File: src/rtl/seg_disp_arbiter_pkg.sv
// Shared display types and constants: arbiter state encoding, display
// saturation limit and default ownership hold time.
package seg_disp_arbiter_pkg;

   typedef enum logic [1:0] {
      IDLE  = 2'd0,
      OWN_A = 2'd1,
      OWN_B = 2'd2
   } arb_state_e;

   localparam logic [19:0] DISP_MAX     = 20'd999_999;
   localparam logic [23:0] HOLD_MAX_DEF = 24'd9_999_999;

   // Six decimal digits is all the display can show; clamp anything larger.
   function automatic logic [19:0] sat_disp(input logic [19:0] v);
      return (v > DISP_MAX) ? DISP_MAX : v;
   endfunction

endpackage

File: src/rtl/seg_disp_arbiter.sv
// Two-requester round-robin arbiter for the seven-segment display; sits
// between the data sources and seg_595_dynamic.
module seg_disp_arbiter
   import seg_disp_arbiter_pkg::*;
#(
   parameter logic [23:0] HOLD_MAX = HOLD_MAX_DEF
) (
   input  logic        sys_clk,
   input  logic        sys_rst,
   input  logic        req_a,
   input  logic        req_b,
   input  logic [19:0] data_a,
   input  logic [19:0] data_b,
   input  logic [5:0]  dp_a,
   input  logic [5:0]  dp_b,
   input  logic        sign_a,
   input  logic        sign_b,
   input  logic        seg_en_a,
   input  logic        seg_en_b,
   output logic        gnt_a,
   output logic        gnt_b,
   output logic [19:0] data,
   output logic [5:0]  dp,
   output logic        sign,
   output logic        seg_en
);

   arb_state_e  state_q, state_d;
   logic [23:0] hold_cnt_q, hold_cnt_d;
   logic        last_owner_q, last_owner_d;   // 0 = A, 1 = B

   logic        gnt_a_q, gnt_a_d;
   logic        gnt_b_q, gnt_b_d;
   logic [19:0] data_q, data_d;
   logic [5:0]  dp_q, dp_d;
   logic        sign_q, sign_d;
   logic        seg_en_q, seg_en_d;

   always_ff @(posedge sys_clk or posedge sys_rst) begin
      if (sys_rst) begin
         state_q      <= IDLE;
         hold_cnt_q   <= '0;
         last_owner_q <= 1'b1;
      end else begin
         state_q      <= state_d;
         hold_cnt_q   <= hold_cnt_d;
         last_owner_q <= last_owner_d;
      end
   end

   always_comb begin
      state_d      = state_q;
      hold_cnt_d   = hold_cnt_q;
      last_owner_d = last_owner_q;
      case (state_q)
         IDLE: begin
            if (req_a && (!req_b || last_owner_q))
               state_d = OWN_A;
            else if (req_b)
               state_d = OWN_B;
         end
         OWN_A: begin
            if (hold_cnt_q < HOLD_MAX)
               hold_cnt_d = hold_cnt_q + 24'd1;
            else if (req_b)
               state_d = OWN_B;
            else if (!req_a)
               state_d = IDLE;
         end
         OWN_B: begin
            if (hold_cnt_q < HOLD_MAX)
               hold_cnt_d = hold_cnt_q + 24'd1;
            else if (req_a)
               state_d = OWN_A;
            else if (!req_b)
               state_d = IDLE;
         end
         default: state_d = IDLE;
      endcase
      // Any change of owner restarts the hold window.
      if (state_d != state_q) begin
         hold_cnt_d = '0;
         if (state_d == OWN_A) last_owner_d = 1'b0;
         if (state_d == OWN_B) last_owner_d = 1'b1;
      end
   end

   // Outputs follow the next owner so they line up with the registered grant.
   always_comb begin
      gnt_a_d  = 1'b0;
      gnt_b_d  = 1'b0;
      data_d   = '0;
      dp_d     = '0;
      sign_d   = 1'b0;
      seg_en_d = 1'b0;
      case (state_d)
         OWN_A: begin
            gnt_a_d  = 1'b1;
            data_d   = sat_disp(data_a);
            dp_d     = dp_a;
            sign_d   = sign_a;
            seg_en_d = seg_en_a;
         end
         OWN_B: begin
            gnt_b_d  = 1'b1;
            data_d   = sat_disp(data_b);
            dp_d     = dp_b;
            sign_d   = sign_b;
            seg_en_d = seg_en_b;
         end
         default: ;
      endcase
   end

   always_ff @(posedge sys_clk or posedge sys_rst) begin
      if (sys_rst) begin
         gnt_a_q  <= 1'b0;
         gnt_b_q  <= 1'b0;
         data_q   <= '0;
         dp_q     <= '0;
         sign_q   <= 1'b0;
         seg_en_q <= 1'b0;
      end else begin
         gnt_a_q  <= gnt_a_d;
         gnt_b_q  <= gnt_b_d;
         data_q   <= data_d;
         dp_q     <= dp_d;
         sign_q   <= sign_d;
         seg_en_q <= seg_en_d;
      end
   end

   assign gnt_a  = gnt_a_q;
   assign gnt_b  = gnt_b_q;
   assign data   = data_q;
   assign dp     = dp_q;
   assign sign   = sign_q;
   assign seg_en = seg_en_q;

endmodule

File: config.mk
export PLATFORM = sky130hd
export DESIGN_NAME = seg_disp_arbiter
export DESIGN_NICKNAME = d
export VERILOG_FILES = /design/src/rtl/seg_disp_arbiter_pkg.sv /design/src/rtl/seg_disp_arbiter.sv
export SDC_FILE = /design/constraint.sdc
export NUM_CORES = 1
export LEC_CHECK = 0
export ABC_AREA = 1
export CORE_MARGIN = 10
export CORE_UTILIZATION = 36
export DETAILED_ROUTE_END_ITERATION = 8
export SLEW_MARGIN = 25
export SYNTH_ARGS = -nofsm -noshare
export SYNTH_HDL_FRONTEND = slang
export SYNTH_SLANG_ARGS = --single-unit
File: constraint.sdc
create_clock -name sys_clk -period 2.6 [get_ports sys_clk]
set_input_delay 0.39 -clock sys_clk [delete_from_list [all_inputs] [get_ports sys_clk]]
set_output_delay 0.39 -clock sys_clk [all_outputs]
set_load 0.005 [all_outputs]
==> summary.md, run 1 <==
| Metric | Value |
|---|---|
| Crit path max-delay cell type | `dfrtp_1` |
| Die X | `113 um` |
| Post-synth top area share | `45.1%` |
| Placed cell count | `563` |
| Sink Count | `57` |
| DRT antenna net count | `0` |
| Worst slew margin | `54.8%` |
| Total power | `3.93 mW` |
| Residual DRC count | `0` |
| Via Count | `2820` |
| Status | `complete, no violations` |
| Count of cell types in the netlist | `36` |
| Crit-path most repeated cell | `nand2_1` |
| Mapped Cells | `373` |
| Post-synth top cells | `nand2_1 (78), dfrtp_1 (56), a21oi_1 (35), inv_1 (35), nor2_1 (33)` |
| N_diodes | `0` |
| Worst min-delay path class | `flop to flop` |
| Initial antenna violation count | `0` |
| Cell Pwr Density | `906 nW/um^2` |
| Max clock buf depth | `2` |
| Leak | `1.88 nW` |
| Top post-synthesis cells by area | `dfrtp_1 (45%), nand2_1 (9.4%), a21oi_1 (5.6%), inv_1 (4.2%), nor2_1 (4.0%)` |
| Main synth FF type | `dfrtp_1` |
| Htree depth | `3` |
| I/O Buffers | `89` |
| Crit. End Element | `flop` |
| Syn_area_per_cell | `8.34 um^2` |
| Sequential share of the synthesized area | `45.9%` |
| Clock Tree Root | `clkbuf_8` |
| Period utilization | `90.1%` |
| Total gr overflow | `0` |
| Final setup viols | `0` |
| Ys async rst share | `100%` |
| Synth Net Count | `441` |
| Slew of the pin with the lowest slew margin | `0.676 ns` |
| Most common cell in the netlist | `nand2_1` |
| # rows | `33` |
| Cell taking the most area after synthesis | `dfrtp_1` |
| Final Hold Viols | `0` |
| Clock skew | `0.00674 ns` |
| Via density | `4.87` |
| Post-Route WL | `8.38 mm` |
| Post-synth EDFFs | `0` |
| Nets | `537` |
| CTS tree | `done` |
| Number of synthesized register bits | `57` |
| Max Clk Rate | `427 MHz` |
| CP cell instances | `ha_1, nand2_1, inv_1, nand2_1, nand2_1, nand3_2, nand4_1, nand2_1, nand2_1, nand2_1, nand2_2, inv_1, ha_1, buf_4, o21ai_0, a21oi_1` |
| Post-route worst setup slack | `0.258 ns` |
| Filler cells | `777` |
| CP required | `2.85 ns` |
| Worst skew pair latency | `0.32 ns` |
| Die Ht | `113 um` |
| Die area | `12800 um^2` |
| Setup Fix Bufs, Post-CTS | `0` |
| RSZ-0062 raised after global routing | `false` |
| Dpl hpwl | `6.50 mm` |
| Area delta synth->final | `39.5%` |
| Post-layout min period | `2.34 ns` |
| Syn Std Cell Area | `3110 um^2` |
| Routability cong. | `0.890` |
| Crit path arrival time | `2.59 ns` |
| Max Cap Violations | `0` |
| CTS resizes | `0` |
| WS Path Type | `flop to flop` |
| Share of layout cells above drive strength 1 | `12.4%` |
| Yosys warnings | `0` |
| Clock transition at path regs | `0.07 ns` |
| Setup WS pre-CTS | `0.105 ns` |
| Slew Viols, Final | `0` |
| Non-filler instance count after layout | `579` |
| GRT Overall Usage | `13.3%` |
| Pre-Repair DR Iteration Count | `6` |
| Vias in the first global route | `2969` |
| Cts hold-fix bufs | `0` |
| Core area | `8300 um^2` |
| CP max FO | `29` |
| IO Pins | `90` |
| Peak VDD IR | `0.000416 V` |
| Largest net degree at the start of global routing | `32` |
| Peak per-stage delay on the critical path | `0.41 ns` |
| Cts bufs inserted | `9` |
| First DRT Iteration DRCs | `77` |
| Setup TNS | `0 ns` |
| Crit start category | `flop` |
| Initial core utilization | `37.5%` |
| Global-route wire length before repair | `14.0 mm` |
| WL per Instance | `14.5 um` |
final timing paths:
path | start | endpoint | slack (ns) | cells past startpoint
min in group asynchronous | sys_rst | seg_en | 0.49 | 2
min | last_owner_q | last_owner_q | 0.48 | 2
max reg2reg | hold_cnt_q[0] | data[1] | 0.26 | 16
max | hold_cnt_q[0] | data[1] | 0.26 | 16
min reg2reg | last_owner_q | last_owner_q | 0.48 | 2
max in group asynchronous | sys_rst | last_owner_q | 1.45 | 3
cell type report:
| class | instances | area [um^2] | area share (%) |
|---|---|---|---|
| timing repair buffer | 96 | 968 | 22.3 |
| clock buffer | 11 | 141 | 3.26 |
| tap | 105 | 131 | 3.03 |
| inverter | 36 | 135 | 3.11 |
| clock inverter | 5 | 55.1 | 1.27 |
| sequential | 57 | 1430 | 32.9 |
| multi-input combinational | 269 | 1480 | 34.1 |
placed cells by master, fill, tap and decap left out, types with 2 or more instances in the layout:
cell / n
nor2_1: 33
nand2_1: 78
nor2_2: 10
clkbuf_8: 10
a21oi_1: 35
clkdlybuf4s50_1: 89
nor3_4: 3
buf_4: 5
buf_12: 2
nand2_4: 2
o21ai_0: 21
ha_1: 8
clkinv_2: 2
nand3_1: 24
nand2_2: 10
nand4_1: 6
nor4_1: 4
inv_2: 2
a21oi_2: 3
xnor2_1: 4
nor3_1: 6
xor2_1: 9
dfrtp_1: 56
clkinvlp_4: 2
inv_1: 34
per-stage QoR:
step | hold slack [ns] | util [%] | area [um^2]
floorplan | 0.440 | - | 3110
global placement | 0.460 | 49.9 | 4140
global route | 0.509 | 52.3 | 4340
detailed placement | 0.463 | 49.9 | 4140
finish | 0.484 | 52.3 | 4340
CTS | 0.474 | 52.3 | 4340
state kept, by name, indices dropped and copies added, names as in the netlist:
signal / count
state_q: 2
dp: 6
seg_en: 1
data: 20
sign: 1
gnt_b: 1
hold_cnt_q: 24
last_owner_q: 1
gnt_a: 1
worst max-delay path: cells and delay by family (launching register included):
family	cells	cell delay [ns]
AND/OR/NAND/NOR	9	0.74
buffers and inverters	3	0.43
flip-flops	1	0.41
adder cells (fa/ha/maj)	2	0.37
AO/OA/AOI/OAI	2	0.31
layer usage:
| metal | up-vias | GRT usage (%) | share of wire (%) |
|---|---|---|---|
| met5 | - | 0 | 0 |
| met4 | 0 | 4.82 | 0.74 |
| met3 | 4 | 6.50 | 10 |
| met2 | 90 | 21.5 | 47 |
| met1 | 1314 | 14.8 | 42 |
| li1 | 1412 | - | - |
kinds of logic after synthesis:
logic type / count (synthesis) / synth area share, %
AO/OA/AOI/OAI: 64 / 11.1
flip-flops: 57 / 45.9
AND/OR/NAND/NOR: 184 / 29.6
buffers and inverters: 47 / 6.52
adder cells (fa/ha/maj): 8 / 3.22
XOR/XNOR: 13 / 3.66
power by group:
group / internal [mW] / switching, mW
Clock: 0.466 / 0.356
Sequential: 1.10 / 0.0919
Combinational: 0.824 / 1.09
Total: 2.39 / 1.54
No activity file was read; power rests on OpenSTA's default activity.
==> run 2, diff against run 1 <==
--- a/config.mk
+++ b/config.mk
@@ -6,6 +6,7 @@
 export NUM_CORES = 1
 export LEC_CHECK = 0
 export ABC_AREA = 1
+export ABC_CLOCK_PERIOD_IN_PS = 2600
 export CORE_MARGIN = 10
 export CORE_UTILIZATION = 36
 export DETAILED_ROUTE_END_ITERATION = 8
==> results of run 2 <==
Final layout, timing and power as in run 1 (identical DEF).
